### src/rtl/execute_unit.sv
// Execute stage behind the 8 x 16-bit register bank.
// Single-cycle ALU ops write back on the edge after acceptance. MUL/DIVU/REMU
// iterate one bit per clock and write back WIDTH edges after acceptance.
//
// Handshake: an op is taken at a rising edge where in_valid && in_ready.
// in_ready is high only in IDLE. Operands are sampled only at that edge.
// in_valid while busy is ignored; the sender holds its values until accepted.
module execute_unit #(
   parameter int WIDTH  = 16,
   parameter int ADDR_W = 3
) (
   input  logic              clock,
   input  logic              reset_n,
   input  logic              in_valid,
   output logic              in_ready,
   input  logic [3:0]        op,
   input  logic [ADDR_W-1:0] rd_in,
   input  logic [WIDTH-1:0]  op_a,
   input  logic [WIDTH-1:0]  op_b,
   output logic [WIDTH-1:0]  result,
   output logic [ADDR_W-1:0] rd_out,
   output logic              reg_write,
   output logic              flag_zero,
   output logic              flag_carry,
   output logic              flag_ovf,
   output logic              div_err,
   output logic              illegal_op,
   output logic [1:0]        dbg_state
);

   localparam int CW = $clog2(WIDTH + 1);

   localparam logic [3:0] OP_ADD   = 4'd0;
   localparam logic [3:0] OP_SUB   = 4'd1;
   localparam logic [3:0] OP_AND   = 4'd2;
   localparam logic [3:0] OP_OR    = 4'd3;
   localparam logic [3:0] OP_XOR   = 4'd4;
   localparam logic [3:0] OP_NOT   = 4'd5;
   localparam logic [3:0] OP_SLL   = 4'd6;
   localparam logic [3:0] OP_SRL   = 4'd7;
   localparam logic [3:0] OP_SRA   = 4'd8;
   localparam logic [3:0] OP_SLT   = 4'd9;
   localparam logic [3:0] OP_PASSB = 4'd10;
   localparam logic [3:0] OP_MUL   = 4'd11;
   localparam logic [3:0] OP_DIVU  = 4'd12;
   localparam logic [3:0] OP_REMU  = 4'd13;

   typedef enum logic [1:0] {
      S_IDLE = 2'd0,
      S_MUL  = 2'd1,
      S_DIV  = 2'd2
   } state_t;

   state_t              state;
   logic [CW-1:0]       cnt;
   // MUL: sa = shifting multiplicand, sb = shifting multiplier, acc = product.
   // DIV: sa = divisor, sb = dividend shifting out / quotient shifting in,
   //      acc = partial remainder.
   logic [WIDTH-1:0]    sa;
   logic [WIDTH-1:0]    sb;
   logic [WIDTH-1:0]    acc;
   logic [ADDR_W-1:0]   rd_q;
   logic                is_rem;
   logic                div_zero;

   logic [WIDTH:0]      add_full;
   logic [WIDTH:0]      sub_full;
   logic [3:0]          shamt;
   logic [WIDTH-1:0]    alu_res;
   logic                alu_c;
   logic                alu_v;
   logic                alu_legal;

   logic [WIDTH-1:0]    mul_next;
   logic [WIDTH:0]      div_sh;
   logic                div_ge;
   logic [WIDTH-1:0]    div_rem_next;
   logic [WIDTH-1:0]    div_q_next;
   logic [WIDTH-1:0]    fin_res;
   logic                last_iter;

   assign add_full  = {1'b0, op_a} + {1'b0, op_b};
   // Top bit of the zero-extended difference is the unsigned borrow (a < b).
   assign sub_full  = {1'b0, op_a} - {1'b0, op_b};
   assign shamt     = op_b[3:0];
   assign dbg_state = state;

   // Single-cycle ALU result and ADD/SUB flags.
   always_comb begin
      alu_res   = '0;
      alu_c     = 1'b0;
      alu_v     = 1'b0;
      alu_legal = 1'b1;
      case (op)
         OP_ADD: begin
            alu_res = add_full[WIDTH-1:0];
            alu_c   = add_full[WIDTH];
            alu_v   = (op_a[WIDTH-1] == op_b[WIDTH-1]) &&
                      (add_full[WIDTH-1] != op_a[WIDTH-1]);
         end
         OP_SUB: begin
            alu_res = sub_full[WIDTH-1:0];
            alu_c   = sub_full[WIDTH];
            alu_v   = (op_a[WIDTH-1] != op_b[WIDTH-1]) &&
                      (sub_full[WIDTH-1] != op_a[WIDTH-1]);
         end
         OP_AND:   alu_res = op_a & op_b;
         OP_OR:    alu_res = op_a | op_b;
         OP_XOR:   alu_res = op_a ^ op_b;
         OP_NOT:   alu_res = ~op_a;
         OP_SLL:   alu_res = op_a << shamt;
         OP_SRL:   alu_res = op_a >> shamt;
         OP_SRA:   alu_res = $signed(op_a) >>> shamt;
         OP_SLT:   alu_res = {{(WIDTH-1){1'b0}}, ($signed(op_a) < $signed(op_b))};
         OP_PASSB: alu_res = op_b;
         default:  alu_legal = 1'b0;
      endcase
   end

   // One iteration of shift-add multiply / restoring divide.
   // With a zero divisor every trial subtract succeeds, so the quotient fills
   // with ones (all-ones result) and the dividend ends up in the remainder.
   always_comb begin
      mul_next     = acc + (sb[0] ? sa : '0);
      div_sh       = {acc, sb[WIDTH-1]};
      div_ge       = (div_sh >= {1'b0, sa});
      div_rem_next = div_ge ? (div_sh[WIDTH-1:0] - sa) : div_sh[WIDTH-1:0];
      div_q_next   = {sb[WIDTH-2:0], div_ge};
      last_iter    = (cnt == CW'(WIDTH - 1));
      if (state == S_MUL)
         fin_res = mul_next;
      else
         fin_res = is_rem ? div_rem_next : div_q_next;
   end

   // Control FSM, iteration datapath and registered write-back outputs.
   always_ff @(posedge clock or negedge reset_n) begin
      if (!reset_n) begin
         state      <= S_IDLE;
         cnt        <= '0;
         sa         <= '0;
         sb         <= '0;
         acc        <= '0;
         rd_q       <= '0;
         is_rem     <= 1'b0;
         div_zero   <= 1'b0;
         in_ready   <= 1'b1;
         result     <= '0;
         rd_out     <= '0;
         reg_write  <= 1'b0;
         flag_zero  <= 1'b0;
         flag_carry <= 1'b0;
         flag_ovf   <= 1'b0;
         div_err    <= 1'b0;
         illegal_op <= 1'b0;
      end else begin
         reg_write  <= 1'b0;
         illegal_op <= 1'b0;
         case (state)
            S_IDLE: begin
               if (in_valid) begin
                  if (op == OP_MUL) begin
                     state    <= S_MUL;
                     cnt      <= '0;
                     in_ready <= 1'b0;
                     sa       <= op_a;
                     sb       <= op_b;
                     acc      <= '0;
                     rd_q     <= rd_in;
                  end else if (op == OP_DIVU || op == OP_REMU) begin
                     state    <= S_DIV;
                     cnt      <= '0;
                     in_ready <= 1'b0;
                     sa       <= op_b;
                     sb       <= op_a;
                     acc      <= '0;
                     rd_q     <= rd_in;
                     is_rem   <= (op == OP_REMU);
                     div_zero <= (op_b == '0);
                  end else if (alu_legal) begin
                     result     <= alu_res;
                     rd_out     <= rd_in;
                     reg_write  <= 1'b1;
                     flag_zero  <= (alu_res == '0);
                     flag_carry <= alu_c;
                     flag_ovf   <= alu_v;
                     div_err    <= 1'b0;
                  end else begin
                     illegal_op <= 1'b1;
                  end
               end
            end
            S_MUL: begin
               acc <= mul_next;
               sa  <= sa << 1;
               sb  <= sb >> 1;
            end
            S_DIV: begin
               acc <= div_rem_next;
               sb  <= div_q_next;
            end
            default: state <= S_IDLE;
         endcase

         if (state == S_MUL || state == S_DIV) begin
            if (last_iter) begin
               state      <= S_IDLE;
               in_ready   <= 1'b1;
               result     <= fin_res;
               rd_out     <= rd_q;
               reg_write  <= 1'b1;
               flag_zero  <= (fin_res == '0);
               flag_carry <= 1'b0;
               flag_ovf   <= 1'b0;
               div_err    <= (state == S_DIV) && div_zero;
            end else begin
               cnt <= cnt + CW'(1);
            end
         end
      end
   end

endmodule

### config.mk
export PLATFORM = sky130hd
export DESIGN_NAME = execute_unit
export DESIGN_NICKNAME = d
export VERILOG_FILES = /design/src/rtl/execute_unit.sv
export SDC_FILE = /design/constraint.sdc
export NUM_CORES = 1
export LEC_CHECK = 0
export CORE_ASPECT_RATIO = 2
export CORE_MARGIN = 1.5
export CORE_UTILIZATION = 62
export DETAILED_ROUTE_END_ITERATION = 7
export GPL_TIMING_DRIVEN = 0
export PLACE_DENSITY = 0.92
export SLEW_MARGIN = 15
export SYNTH_ARGS = -nofsm -noshare
export SYNTH_HDL_FRONTEND = slang
export SYNTH_SLANG_ARGS = --single-unit
### constraint.sdc
create_clock -name clock -period 5.3 [get_ports clock]
set_clock_uncertainty 0.15 [all_clocks]
set_input_delay 1.59 -clock clock [delete_from_list [all_inputs] [get_ports clock]]
set_output_delay 1.59 -clock clock [all_outputs]
set_load 0.1 [all_outputs]
==> summary.txt, run 1 <==
Status: stopped before the end
Fail Step: global routing
Error message: [ERROR GRT-0116] Global routing finished with congestion. Check the congestion regions in the DRC Viewer.
Post-placement cell count: 1,687
Starting density of the core: 63.58%
Post-synthesis sequential area ratio: 20.71%
Sink Count: 86
Post-synth top area cell: dfrtp_1
Height of the die: 186.1 µm
Routability cong.: 1.206
Ys Warns: 0
HPWL after DPL: 39,240 µm
Most common flop cell mapped by yosys: dfrtp_1
Vias in the first global route: 14,400
Top post-synthesis cells by area: dfrtp_1 (20%), ha_1 (11%), o21ai_0 (7.6%), a21oi_1 (5.8%), nand2_1 (5.8%)
Post-synth EDFFs: 0
Congestion Overflow GR: 179
Total Routing Usage GR: 70.41%
Yosys cell types: 80
Number of CTS-inserted buffers: 9
First-pass GRT wire length: 92,980 µm
H-tree levels: 3
Die Wd: 94.56 µm
Num rows: 66
Root buf cell: clkbuf_16
Yosys top cell area share: 20.46%
Input/output buffers: 67
Largest net degree at the start of global routing: 57
Ports: 70
Synthesized flop and latch total: 86
Cells after Synth: 1,415
Post-Syn Area: 10,390 µm²
Synth async-reset ratio: 100.0%
Clock Path Buffers: 2
Average size of a mapped cell: 7.346 µm²
Syn_nets: 1,550
synth_stat cells, drive strengths merged, types with 12 or more instances:
master  count
inv        69
a31oi      22
dfrtp      85
nor2b      18
ha         89
xor2       14
buf        32
clkbuf     61
nand3      23
a21oi     122
and2       23
nor2      135
a21o       16
o22ai      13
mux2i      45
o211ai     13
nor3       34
nand4      12
a211oi     22
a22oi      24
nand2b     16
xnor2      17
mux2       18
nand2     161
o21ai     160
per-layer routing:
layer  track usage, %  GRT overflow
met5            2.083             0
met4            78.57            78
met3            43.91             6
met2            94.79            93
met1            67.69             2
through the flow:
step | hold slack, ps | area (µm²) | setup WS [ps]
floorplan | 300.3 | 10400 | 30.81
CTS | 348.5 | 12000 | 1.619
global placement | 323.9 | 11330 | -2010
detailed placement | 335.0 | 11370 | -1728
logic make-up after synthesis:
family | count (synthesis) | synth area share, %
compound gates | 501 | 30.38
buf+inv | 164 | 6.139
xor+xnor | 31 | 2.612
mux | 69 | 7.583
fa+ha+maj | 93 | 11.48
flops | 86 | 20.72
simple gates | 471 | 21.09
what timing repair did:
| item | in CTS |
|---|---|
| gates resized for setup | 93 |
| setup endpoints to repair | 12 |
| pin swaps | 7 |
| setup buffers | 7 |
| hold buffers | 0 |
==> run 2, diff against run 1 <==
Settings changed: CORE_ASPECT_RATIO 2 to not set, CORE_UTILIZATION 62 to 40, PLACE_DENSITY 0.92 to not set, PLACE_DENSITY_LB_ADDON set to 0.15.
==> summary.txt, run 2 <==
Post-Route WL: 46,520 µm
Synthesized flop and latch total: 86 (unchanged)
Most common flop cell mapped by yosys: dfrtp_1
Routability cong.: 1.044 (-13%)
Height of the die: 164.2 µm (-12%)
Core area: 25,330 µm²
Footprint of the multi-input gates: 7858 µm²
CP peak stage delay: 430 ps
Vias per Instance: 6.392
Die Wd: 164.2 µm (+74%)
Clock Path Buffers: 2 (unchanged)
Input/output buffers: 67 (unchanged)
Final nets: 1,637
Ant diodes: 0
Die area: 26,960 µm²
Yosys cell types: 80 (unchanged)
H-tree levels: 3 (unchanged)
Crit-path cells: buf_6, clkinv_4, buf_6, buf_12, ha_4, a211oi_4, o21a_1, nor3_1, or3_1, a221o_1, a211o_1, or3_1, or4_4, or4_1, o211ai_2
Placed instance area: 11,520 µm² (+1.3%)
Root buf cell: clkbuf_16
Setup ws final: 15.80 ps
First-pass GRT wire length: 69,900 µm
Post-synth top area cell: dfrtp_1
Total power: 5397 µW
Vias in the first global route: 11,070
Fmax: 0.1892 GHz
Final Cycle Share: 99.70%
Starting density of the core: 41.04% (-23 points)
Post-synthesis sequential area ratio: 20.71% (unchanged)
Pre-CTS setup slack: -1457 ps (+271.6 ps)
Num rows: 58 (-12%)
Crit path DAT: 5410 ps
Critical Path Fanout Max: 12
Number of CTS-inserted buffers: 9 (unchanged)
Post-Syn Area: 10,390 µm² (unchanged)
Setup TNS: 0 ps
Ports: 70 (unchanged)
Final Cell Area: 12,160 µm²
Most common cell after layout, fill and taps aside: nand2_1
Congestion Overflow GR: 0
HPWL after DPL: 36,170 µm (-7.8%)
Worst-Margin Slew: 1000 ps
Post-route DRC: 0
Syn_nets: 1,550 (unchanged)
Most frequent cells after synthesis: nand2_1 (161), o21ai_0 (158), nor2_1 (135), a21oi_1 (121), ha_1 (89)
Cell Pwr Density: 444.0 nW/µm²
Worst endpoint required time: 5420 ps
Detail Route Antenna Nets: 0
Worst VDD drop: 596.2 µV
Worst-Skew Late Latency: 340 ps
Via count: 11,740
Hold Crit Class: reg2reg
Final setup viols: 0
TritonCTS clock tree: built
Max Slew Vio Count: 0
Sequential Area: 2153 µm²
CP Class: in2reg
Yosys top cell area share: 20.46% (unchanged)
Initial drt markers: 1,372
Reg clk slew, reported paths: 80 ps
Fillcell total: 2,592
Most frequent cells in the layout: nand2_1 (161), o21ai_0 (154), nor2_1 (135)
Average size of a mapped cell: 7.346 µm² (unchanged)
Critical Path Sink Type: register
Total Routing Usage GR: 34.94%
Sink Count: 86 (unchanged)
RSZ-0062 raised after global routing: no
Status: finished clean
Post-placement cell count: 1,813 (+7.5%)
Leak: 0.005250 µW
Post-synth EDFFs: 0 (unchanged)
Min cycle time layout: 5284 ps
Hold Fails Final Rpt: 0
Cells after Synth: 1,415 (unchanged)
Normalized max-slew margin: 33.12%
CP Launch Type: input pin
Synth async-reset ratio: 100.0% (unchanged)
WL/cell: 25.33 µm
First-pass iteration count of the detailed router: 6
Ys Warns: 0 (unchanged)
Critical path's top delay family: simple AND/OR/NAND/NOR gates
Top post-synthesis cells by area: dfrtp_1 (20%), ha_1 (11%), o21ai_0 (7.6%), a21oi_1 (5.8%), nand2_1 (5.8%)
Count leader, synth: nand2_1
Crit path buffers/inverters: 4
Max Cap Violations: 0
Finished Layout Cells: 1,837
Initial antenna violation count: 0
Worst path slowest cell: or4_4
Largest net degree at the start of global routing: 45
Share of layout cells above drive strength 1: 9.224%
Area Overhead vs Synth: 16.95%
[run 2: cell counts after synthesis]
No cell type changed its count.
[run 2: area by class of cell]
cell class	instances	area share, %
timing repair buffer	78	5.959
buffer	91	3.458
tap	330	3.396
sequential	86	17.71
multi-input combinational	1165	64.64
clock inverter	7	0.6484
clock buffer	9	1.853
inverter	71	2.336
[run 2: worst paths after layout]
path | from | end | slack (ps) | depth (start not counted)
min in group asynchronous | reset_n | acc[9] | 1110 | 1
hold / removal | in_ready | in_ready | 340 | 2
hold reg to reg | in_ready | in_ready | 340 | 2
max in group asynchronous | reset_n | in_ready | 3180 | 2
setup / recovery | op_b[1] | flag_zero | 20 | 15
setup reg to reg | sb[0] | flag_zero | 340 | 16
[run 2: layer usage]
| metal | track usage (%) | routed length (µm) |
|---|---|---|
| met1 | 51.36 | 20600 |
| met2 | 50.90 | 19170 |
| met3 | 6.465 | 5106 |
| met4 | 11.32 | 1647 |
| met5 | 0 | 0 |
[run 2: per-stage QoR]
step                      hold WS (ps)  util, %
final                            339.8    48.00
after global routing             378.5    48.00
after CTS                        342.0    47.72
after detailed placement         328.5    45.48
after global placement           333.1    45.36
after floorplan                  300.3        -
[run 2: worst min-delay path: cells and delay by family (launching register included)]
| kind | cells | cell delay, ps |
|---|---|---|
| compound gates | 1 | 70 |
| flops | 1 | 370 |
| buf+inv | 1 | 40 |
[run 2: cells by family (layout without fill, tap and decap cells)]
logic type / after synthesis / count (layout) / synth area share [%]
AOI/OAI and AO/OA: 501 / 501 / 30.38
and+or+nand+nor: 471 / 471 / 21.09
buffers and inverters: 164 / 256 / 6.139
adders and majority gates: 93 / 93 / 11.48
DFF: 86 / 86 / 20.72
muxes: 69 / 69 / 7.583
xor gates and xnor gates: 31 / 31 / 2.612
[run 2: where the power goes]
part	total (µW)	switching (µW)	internal, µW
logic	3550	2410	1130
registers	1210	291	917
clock network	643	309	334
[run 2: repair_timing]
item,4_1_cts,5_1_grt
pin swaps,8,8
setup endpoints to repair,10,3
setup buffers,5,5
hold buffers,0,0
resized for setup,101,43
cloned,0,0
Power figures use the tool's default switching activity.
==> run 3, diff against run 2 <==
Settings changed: RECOVER_POWER set to 100.
==> summary.txt, run 3 (same netlist as run 2, synthesis figures left out) <==
Placed instance area: 11,520 µm² (unchanged)
WL/cell: 25.32 µm (about the same)
Max Cap Violations: 1 (+1)
Die Wd: 164.2 µm (unchanged)
Min cycle time layout: 5268 ps (-16.53 ps)
Fmax: 0.1898 GHz (+0.31%)
Total Routing Usage GR: 34.94% (unchanged)
Worst VDD drop: 576.5 µV (-3.3%)
Worst hold slack: 336.3 ps (-3.527 ps)
Fillcell total: 2,597 (+0.19%)
Height of the die: 164.2 µm (unchanged)
R2r setup slk: 350 ps (about the same)
Share of layout cells above drive strength 1: 9.091% (-0.13 points)
HPWL after DPL: 36,170 µm (unchanged)
Input/output buffers: 67 (unchanged)
CP Class: in2reg
Cell Pwr Density: 441.6 nW/µm² (-0.54%)
TritonCTS clock tree: built
RSZ-0062 raised after global routing: no
Core area: 25,330 µm² (unchanged)
Congestion Overflow GR: 0 (unchanged)
Max Slew Vio Count: 44 (+44)
Pre-CTS setup slack: -1457 ps (unchanged)
Setup ws final: 32.33 ps (+16.53 ps)
Initial antenna violation count: 0 (unchanged)
Worst endpoint required time: 5420 ps (about the same)
Reg clk slew, reported paths: 70 ps (about the same)
Detail Route Antenna Nets: 0 (unchanged)
Via count: 11,840 (+0.80%)
Worst r2r src: sb[0]
Clock Path Buffers: 2 (unchanged)
H-tree levels: 3 (unchanged)
Largest net degree at the start of global routing: 45 (unchanged)
Worst-Skew Late Latency: 340 ps (about the same)
Leak: 0.005267 µW (+0.34%)
Post-Route WL: 46,520 µm (about the same)
Routability cong.: 1.044 (unchanged)
Ports: 70 (unchanged)
Final Cell Area: 12,130 µm² (-0.25%)
Number of CTS-inserted buffers: 9 (unchanged)
Status: complete, but fails checks
Crit path DAT: 5390 ps (-20 ps)
CP Launch Type: input pin
Sink Count: 86 (unchanged)
Most frequent cells in the layout: nand2_1 (161), o21ai_0 (155), nor2_1 (135)
Vias per Instance: 6.444 (+0.80%)
First-pass iteration count of the detailed router: 6 (unchanged)
Post-placement cell count: 1,813 (unchanged)
Worst-Margin Slew: 2507 ps (+1507 ps)
Hold Startpoint: in_ready
Most common cell after layout, fill and taps aside: nand2_1
Normalized max-slew margin: -67.14% (-100 points)
Reg2Reg Depth: 16 (unchanged)
Vias in the first global route: 11,070 (unchanged)
Sequential Area: 2153 µm² (unchanged)
Ant diodes: 0 (unchanged)
Worst reg2reg path endpoint: flag_zero
Failing checks: capacitance limit, slew limit
Num rows: 58 (unchanged)
Utilization after layout: 47.88% (-0.12 points)
Area Overhead vs Synth: 16.66%
Post-route DRC: 0 (unchanged)
Die area: 26,960 µm² (unchanged)
Root buf cell: clkbuf_16
Initial drt markers: 1,406 (+2.5%)
Hold Fails Final Rpt: 0 (unchanged)
Hold Crit Class: reg2reg
Footprint of the multi-input gates: 7858 µm² (unchanged)
Final nets: 1,637 (unchanged)
Starting density of the core: 41.04% (unchanged)
Finished Layout Cells: 1,837 (unchanged)
Hold path depth: 2 (unchanged)
Critical Path Fanout Max: 12 (unchanged)
Critical Path Sink Type: register
Final setup viols: 0 (unchanged)
First-pass GRT wire length: 69,900 µm (unchanged)
Final Cycle Share: 99.39% (-0.31 points)
Hold path endpoint: in_ready
## run 3: how the worst max path moves through the flow
stage	slack, ps	to	cells after the start	startpoint
CTS	3	flag_zero	12	op_a[9]
floorplan	30	flag_zero	14	op_b[1]
finish	30	flag_zero	15	op_b[1]
detailed placement	-1460	flag_zero	15	op_b[3]
global placement	-1500	flag_zero	15	op_b[3]
global route	4	flag_zero	13	op_a[8]
## run 3: what timing repair did
action / 4_1_cts / 5_1_grt
buffers inserted: 5 / 5
gates resized for setup: 101 / 43
hold buffers: 0 / 0
pin swaps: 8 / 8
endpoints found under the setup margin: 10 / 3
## run 3: final cells by class
type | instances | area share, %
Buffer | 91 | 3.467
Clock buffer | 9 | 1.857
Clock inverter | 7 | 0.6500
Inverter | 71 | 2.342
Multi-Input combinational cell | 1165 | 64.80
Sequential cell | 86 | 17.76
Tap cell | 330 | 3.405
Timing Repair Buffer | 78 | 5.726
## run 3: layer usage
metal	share of wire, %	GRT usage, %
met5	0	0
met4	3.7	11.32
met3	11	6.465
met2	41	50.90
met1	45	51.36
## run 3: per-stage QoR
| stage | TNS [ps] | total power [µW] |
|---|---|---|
| after floorplan | 0 | 3569 |
| after global placement | -84930 | 4597 |
| after detailed placement | -8466 | 4604 |
| after CTS | 0 | 5310 |
| after global routing | 0 | 5668 |
| final | 0 | 5355 |
## run 3: power by group
part	switching [µW]	internal, µW	leakage (µW)
combinational	2410	1100	0.00403
sequential	290	917	0.00109
clock	307	333	0.000141
total	3010	2350	0.00527
## run 3: critical path, stage by stage
cell,delay (ps)
buf_6,120
clkinv_4,80
buf_6,160
buf_12,160
ha_4,240
a211oi_4,280
o21a_1,220
nor3_1,80
or3_1,340
a221o_1,360
a211o_1,340
or3_1,380
or4_4,420
or4_1,420
o211ai_2,170
==> run 4, diff against run 3 <==
Settings changed: RECOVER_POWER 100 to 50.
==> summary.txt, run 4 (same netlist as run 2, synthesis figures left out) <==
Status: complete, but fails checks
WL/cell: 25.41 µm (+0.33%)
Congestion Overflow GR: 0 (unchanged)
Initial drt markers: 1,375 (-2.2%)
Critical Path Sink Type: register
Failing checks: capacitance limit, slew limit
Die Wd: 164.2 µm (unchanged)
HPWL after DPL: 36,170 µm (unchanged)
Input/output buffers: 67 (unchanged)
Sink Count: 86 (unchanged)
Max Cap Violations: 1 (unchanged)
Die area: 26,960 µm² (unchanged)
Root buf cell: clkbuf_16
Core area: 25,330 µm² (unchanged)
Reg clk slew, reported paths: 70 ps (about the same)
Hold buffers post-CTS: 0 (unchanged)
Cell Pwr Density: 443.2 nW/µm² (+0.37%)
Share of layout cells above drive strength 1: 9.157% (+0.066 points)
Final Cycle Share: 99.40% (about the same)
Fmax: 0.1898 GHz (about the same)
Worst path slowest cell: or4_4
Vias in the first global route: 11,070 (unchanged)
Via count: 11,790 (-0.43%)
Critical path's top delay family: simple AND/OR/NAND/NOR gates
Most common cell after layout, fill and taps aside: nand2_1
Normalized max-slew margin: -66.36% (+0.78 points)
Clock Path Buffers: 2 (unchanged)
Worst-Margin Slew: 2495 ps (-11.66 ps)
CP Launch Type: input pin
Max Slew Vio Count: 44 (unchanged)
Post-route DRC: 0 (unchanged)
Leak: 0.005253 µW (-0.28%)
RSZ-0062 raised after global routing: no
Height of the die: 164.2 µm (unchanged)
Crit path buffers/inverters: 4 (unchanged)
Hold path endpoint: in_ready
Starting density of the core: 41.04% (unchanged)
Hold Crit Class: reg2reg
Crit path DAT: 5390 ps (about the same)
Final setup viols: 0 (unchanged)
Detail Route Antenna Nets: 0 (unchanged)
Worst reg2reg path endpoint: flag_zero
Initial antenna violation count: 0 (unchanged)
Ports: 70 (unchanged)
Post-Route WL: 46,680 µm (+0.33%)
Setup TNS: 0 ps (unchanged)
Total Routing Usage GR: 34.94% (unchanged)
Worst endpoint required time: 5420 ps (about the same)
CP peak stage delay: 430 ps (about the same)
First-pass iteration count of the detailed router: 6 (unchanged)
Ant diodes: 0 (unchanged)
Final nets: 1,637 (unchanged)
Utilization after layout: 47.90% (about the same)
Largest net degree at the start of global routing: 45 (unchanged)
Crit-path cells: buf_6, clkinv_4, buf_6, buf_12, ha_4, a211oi_4, o21a_1, nor3_1, or3_1, a221o_1, a211o_1, or3_1, or4_4, or4_1, o211ai_2
Num rows: 58 (unchanged)
Worst-Skew Late Latency: 350 ps (about the same)
Routability cong.: 1.044 (unchanged)
Worst r2r src: sb[0]
CP Class: in2reg
H-tree levels: 3 (unchanged)
TritonCTS clock tree: built
Hold Startpoint: in_ready
Number of CTS-inserted buffers: 9 (unchanged)
R2r setup slk: 350 ps (about the same)
Most frequent cells in the layout: nand2_1 (161), o21ai_0 (154), nor2_1 (135)
Worst VDD drop: 590.3 µV (+2.4%)
Hold Fails Final Rpt: 0 (unchanged)
Min cycle time layout: 5268 ps (+0.4477 ps)
Hold path depth: 2 (unchanged)
First-pass GRT wire length: 69,900 µm (unchanged)
Critical Path Fanout Max: 12 (unchanged)
Area Overhead vs Synth: 16.69% (about the same)
Vias per Instance: 6.416 (-0.43%)
Reg2Reg Depth: 16 (unchanged)
-- run 4: changes by cell type in the layout (fill, tap and decap cells not counted), sizes merged --
cell and delta:
dlygate4sd3 -17, clkbuf -4, clkdlybuf4s50 +17, buf +4
-- run 4: stage by stage --
step | area (µm²) | instances | worst slack [ps] | total power, µW | hold slack [ps]
floorplan | 10400 | 1415 | 30.81 | 3569 | 300.3
global placement | 11490 | 1812 | -1501 | 4597 | 333.1
detailed placement | 11520 | 1813 | -1457 | 4604 | 328.5
CTS | 12090 | 1832 | 2.840 | 5310 | 342.0
global route | 12130 | 1837 | 1.467 | 5692 | 373.4
finish | 12130 | 1837 | 31.88 | 5376 | 340.4
-- run 4: worst max-delay path by stage --
stage	from	to	slack [ps]	cells past startpoint
finish	op_b[1]	flag_zero	30	15
floorplan	op_b[1]	flag_zero	30	14
global placement	op_b[3]	flag_zero	-1500	15
global route	op_b[1]	flag_zero	1	15
CTS	op_a[9]	flag_zero	3	12
detailed placement	op_b[3]	flag_zero	-1460	15
-- run 4: per-layer routing --
metal / global-route usage (%) / vias up / part of all wire [%]
li1: - / 5338 / -
met1: 51.36 / 5664 / 45
met2: 50.90 / 681 / 41
met3: 6.465 / 103 / 10
met4: 11.32 / 0 / 3.6
met5: 0 / - / 0
-- run 4: area by class of cell --
type / count / area (µm²)
buffer: 91 / 420.4
clock buffer: 9 / 225.2
clock inverter: 7 / 78.83
fill: 2597 / 13200
inverter: 71 / 284.0
multi-input combinational: 1165 / 7858
sequential: 86 / 2153
tap: 330 / 412.9
timing repair buffer: 78 / 698.2
-- run 4: repair_timing --
action / 4_1_cts / 5_1_grt
resized for setup: 101 / 43
endpoints found under the hold margin: 0 / 0
buffers inserted: 5 / 5
endpoints found under the setup margin: 10 / 3
pin swaps: 8 / 8
-- run 4: worst register-to-register path, stage by stage, from the launching register on --
cell      delay [ps]
dfrtp_1          370
clkbuf_1         240
clkbuf_1         310
and2_1           210
ha_1             220
fa_1             470
a211oi_1         330
o21bai_1         160
or3_1            370
a311o_1          370
a31oi_1          290
o21ai_0          170
xor2_1           160
and2_1           180
a211oi_1         490
nand4_1          280
o211ai_2         120
-- run 4: power breakdown --
part	leakage (µW)	switching, µW	internal, µW
Clock	0.000141	309	334
Combinational	0.00402	2400	1120
Sequential	0.00109	292	917
Total	0.00525	3010	2370
==> edit 1: new RTL, config.mk and constraints of run 2 <==
Remove the case item `OP_SLL` of the case on `op`.
--- a/src/rtl/execute_unit.sv
+++ b/src/rtl/execute_unit.sv
@@ -108,7 +108,6 @@
          OP_OR:    alu_res = op_a | op_b;
          OP_XOR:   alu_res = op_a ^ op_b;
          OP_NOT:   alu_res = ~op_a;
-         OP_SLL:   alu_res = op_a << shamt;
          OP_SRL:   alu_res = op_a >> shamt;
          OP_SRA:   alu_res = $signed(op_a) >>> shamt;
          OP_SLT:   alu_res = {{(WIDTH-1){1'b0}}, ($signed(op_a) < $signed(op_b))};
Check against the original RTL: not equivalent (a bounded check fails within 4 cycles, from zero or initial values and one cycle with reset_n low).
==> edit 1 against run 2 <==
The run now ends with negative setup slack left; count of clock-buffer cells in the layout unchanged; register-to-register slack about the same; clock power up 2%; power down 2.7%; critical path depth down 2; wire length down 0.74%; via count down 0.73%; sequential cell count unchanged; worst setup slack worse by 0.12 ns; area after synthesis down 1.4%; cell area up 1.2%; critical endpoint unchanged; largest cell class unchanged.
==> edit 1: results (changes against run 2) <==
* Outcome: finished, violations left
- The final reports fail on negative setup slack.
* Pin count of the biggest net entering global routing: 49 (+8.9%)
- Proportion of synthesized chip area in sequential cells: 0.210 (+0.00293)
* Worst Hold End: in_ready$_DFF_PN1_
- The worst hold slack after final layout was 0.315 ns (-0.0246 ns).
* Vias per cell: 6.44 (+0.80%)
- The slowest stage of the critical path is the nor4_2 cell.
* Worst reg2reg path depth: 14 (-2)
- The number of antenna cells inserted was 0 (unchanged).
- The fraction of the mapped netlist area in compound gates is 0.326 (+0.0220).
* Input/output buffers: 69 (+3.0%)
- The summed negative setup slack over all endpoints came to -0.101 ns (-0.101 ns).
- The post-CTS repair timing setup buffer count came to 14 (+9).
- CTS resizes: 120 (+19%)
- The instance count of the mapped netlist came to 1378 (-2.6%).
- Number of unique standard cell types used by synthesis: 89 (+11%)
- The commonest cells after synthesis are nand2_1, nor2_1, a21oi_1, o21ai_0.
- The post-placement cell area came to 11400 um^2 (-1.0%).
- Worst slew margin: 0.341 (+0.00938)
- The HPWL after detailed placement was 36300 um (+0.48%).
- Relative area change from synthesis to final layout: 20.1%
* Number of placed cells counting well taps: 1779 (-1.9%)
- Synthesized Nets: 1509 (-2.6%)
* Net total in the final layout: 1605 (-2.0%)
* First-pass GRT wire length: 69100 um (-1.1%)
* Fraction of synthesized area in multiplexers: 0.0428 (-0.0330)
- Startpoint of the most critical register-to-register path: sa[14]$_DFFE_PN0P_
- GP Congestion: 1.00 (-4.1%)
- The top fanout value on the critical path came to 7 (-5).
- Placement Setup Slack: -1.75 ns (-0.294 ns)
- Share of the synthesized netlist area taken by xor and xnor gates: 0.0214 (-0.00476)
* Global router's overall resource usage: 0.348 (-0.00129)
- Layout cell share with drive strength beyond 1: 0.112 (+0.0193)
- In this run the critical register-to-register path is captured at flag_zero$_DFF_PN0_.
- Via count: 11.7k (-0.73%)
* Internal reg-to-reg setup slack: 0.34 ns (about the same)
* Wire per inst: 25.5 um (+0.79%)
- The cell leakage power came to 5.26 nW (+0.20%).
- Critical path's top delay family: simple AND/OR/NAND/NOR gates
- DRC marker count from the first detailed-route iteration: 1120 (-18%)
- Worst setup slack after layout: -0.101 ns (-0.117 ns)
* Worst-case vdd ir drop: 419 uV (-30%)
* Internal Dissipation: 2.29 mW (-3.9%)
- Worst endpoint data arrival time: 5.53 ns (+0.12 ns)
* Largest cells by area after synthesis: dfrtp_1, ha_1, a21oi_1, nand2_1, o21ai_0
* Path class of the lowest-slack min-delay path: reg -> reg
- The number of global-route vias before repair was 11.3k (+2.3%).
* Adder-Cell Fraction of Synth Area: 0.112 (-0.00326)
* Setup violations, final: 1 (+1)
- Largest stage delay on the critical path: 0.54 ns (+0.11 ns)
- Yosys warns: 0 (unchanged)
* Number of buffers created by CTS: 9 (unchanged)
- The insertion delay to the later sink of the worst-skew pair was 0.36 ns (+0.02 ns).
- Switching component of the power: 2.96 mW (-1.8%)
- The power drawn by the combinational cells came to 3.40 mW (-4%).
- The layout filler cell count was 2535 (-2.2%).
-- edit 1: layer usage --
metal	share of wire	GRT usage	wire length, um
met1	0.42	0.457	19600
met2	0.46	0.569	21100
met3	0.067	0.0434	3110
met4	0.051	0.161	2370
met5	0	0	0
-- edit 1: worst max-delay path by stage --
stage / from / endpoint / slack [ns]
after floorplan: op_b[2] / flag_zero$_DFF_PN0_ / 0.002
after global placement: op_b[3] / flag_zero$_DFF_PN0_ / -1.79
after detailed placement: op_b[3] / flag_zero$_DFF_PN0_ / -1.75
after CTS: op_a[12] / flag_zero$_DFF_PN0_ / 0.002
after global routing: op_b[8] / flag_zero$_DFF_PN0_ / -0.1
final: op_b[5] / flag_zero$_DFF_PN0_ / -0.10
-- edit 1: cell type report --
cell class	count	share of cell area
tap	330	0.0336
sequential	86	0.175
clock buffer	9	0.0183
multi-input combinational	1118	0.637
inverter	79	0.0248
clock inverter	7	0.00651
buffer	94	0.0365
timing repair buffer	86	0.0683
==> edit 2: new RTL, flow settings as in run 2 <==
Without the edit above. The parameter `ADDR_W` goes from 3 to 5.
--- a/src/rtl/execute_unit.sv
+++ b/src/rtl/execute_unit.sv
@@ -7,7 +7,7 @@
 // in_valid while busy is ignored; the sender holds its values until accepted.
 module execute_unit #(
    parameter int WIDTH  = 16,
-   parameter int ADDR_W = 3
+   parameter int ADDR_W = 5
 ) (
    input  logic              clock,
    input  logic              reset_n,
Ports: changed (resized rd_in and rd_out); port bits go from 70 to 74. No check against the original RTL was run, so the function may have changed too.
==> edit 2 against run 2 <==
Sequential cell count up 4; wire length up 14%; cell area up 10%; area after synthesis up 9.4%; global-route usage up 0.94 points; power up 11%; worst hold slack worse by 0.024 ns; worst setup slack better by 0.034 ns; core utilization about the same.
==> edit 2: results (changes against run 2) <==
* Leak: 5.69 nW (+8.3%)
- Input/output buffers: 73 (+9.0%)
* Share of the synthesized netlist area taken by xor and xnor gates: 0.0146 (-0.0115)
- The adder-cell share of the synthesized area came to 0.105 (-0.00987).
- The slew at the pin closest to its max-slew limit is 1.02 ns (+0.0202 ns).
* Net total in the final layout: 1776 (+8.5%)
- The global-route met1 utilization came to 0.509 (-0.00422).
- The slowest stage of the critical path belongs to the cell clkdlybuf4s50_1.
- The weighted congestion reported at the end of routability-driven placement came to 0.989 (-5.2%).
* Number of unique standard cell types used by synthesis: 93 (+16%)
- Metal2 WL: 22100 um (+15%)
- The total vias in the final route was 13.3k (+13%).
- The initial antenna violation count was 2 (+2).
- The power drawn by the combinational cells was 3.99 mW (+12%).
- The number of global-route vias before repair was 12.3k (+11%).
* Layout cell share with drive strength beyond 1: 0.109 (+0.0166)
- Flip-flop and latch power: 1.29 mW (+7%)
- In this design, the largest share of critical-path delay is due to buffers and inverters.
* Die Footprint: 29500 um^2 (+9.2%)
* Global router's overall resource usage: 0.359 (+0.00941)
* Detailed-route wire length: 52900 um (+14%)
- Commonest cells in the netlist: nand2_1, nor2_1, o21ai_0, a21oi_1, clkbuf_1
- Routed metal-1 wirelength: 22400 um (+8.5%)
* Fraction of synthesized area in multiplexers: 0.0688 (-0.00707)
* Largest cells by area after synthesis: dfrtp_1, ha_1, nand2_1, o21ai_0, a21oi_1
* Met2 routing resource usage after global routing: 0.533 (+0.0242)
* Synthesized-area fraction occupied by ao, oa, aoi and oai cells: 0.302 (-0.00168)
- Pin count of the biggest net entering global routing: 59 (+31%)
* Synth async-reset ratio: 1.00 (unchanged)
- The maximum VDD drop is 506 uV (-15%).
- The insertion delay to the later sink of the worst-skew pair was 0.36 ns (+0.02 ns).
* Internal reg-to-reg setup slack: 0.69 ns (+0.35 ns)
* Uppermost layer routed: met5
- First-pass GRT wire length: 78200 um (+12%)
- The largest incremental delay on the critical path came to 0.70 ns (+0.27 ns).
* Power drawn by the clock network: 0.705 mW (+9.6%)
- The net count of the mapped netlist came to 1685 (+8.7%).
* Number of fillers in the final layout: 2835 (+9.4%)
- The met3 wirelength from detailed routing came to 6160 um (+21%).
- Worst endpoint data arrival time: 5.40 ns (about the same)
* Proportion of synthesized chip area in sequential cells: 0.198 (-0.00900)
- The design internal power is 2.60 mW (+9.2%).
* Outcome: complete, no violations
==> edit 2: area by class of cell <==
class,instances,area [um^2],share of cell area
clock inverter,7,90.1,0.00673
buffer,115,522,0.0390
antenna,1,2.50,0.000187
timing repair buffer,84,845,0.0631
inverter,82,315,0.0236
multi-input combinational,1257,8650,0.647
clock buffer,9,225,0.0168
sequential,90,2250,0.168
tap,378,473,0.0354
==> edit 2: worst max path at each step <==
stage / from / to / slack (ns) / cells past startpoint
after global placement: op_b[2] / flag_zero$_DFF_PN0_ / -1.54 / 15
after detailed placement: op_b[2] / flag_zero$_DFF_PN0_ / -1.56 / 15
final: op[1] / flag_zero$_DFF_PN0_ / 0.05 / 14
after global routing: op_b[0] / flag_zero$_DFF_PN0_ / 0.01 / 15
after floorplan: op_b[1] / flag_ovf$_DFF_PN0_ / 0.43 / 14
after CTS: op_b[2] / flag_zero$_DFF_PN0_ / 0.009 / 14
==> edit 2: cell families after synthesis <==
family          Yosys count
compound gates          523
xor+xnor                 19
fa+ha+maj                93
buf+inv                 201
flops                    90
mux                      51
simple gates            571
==> edit 2: repair_timing <==
item / 4_1_cts / 5_1_grt
pin swaps: 4 / 7
setup buffers: 4 / 6
endpoints found under the setup margin: 17 / 9
resized for setup: 58 / 59
==> edit 2: tightest hold or removal path, stage by stage, from the launching register on <==
cell     delay (ns)
dfstp_2        0.37
nand2_1        0.05
nand2_1        0.05
==> edit 2: stage by stage <==
stage	cells	hold slack, ns	worst slack [ns]	TNS, ns	instance area (um^2)
floorplan	1548	0.289	0.428	0	11400
global placement	1999	0.301	-1.54	-119.31	12600
detailed placement	2000	0.306	-1.56	-17.82	12600
CTS	2018	0.319	0.00946	0	13200
global route	2022	0.337	0.0146	0	13400
finish	2023	0.315	0.0498	0	13400
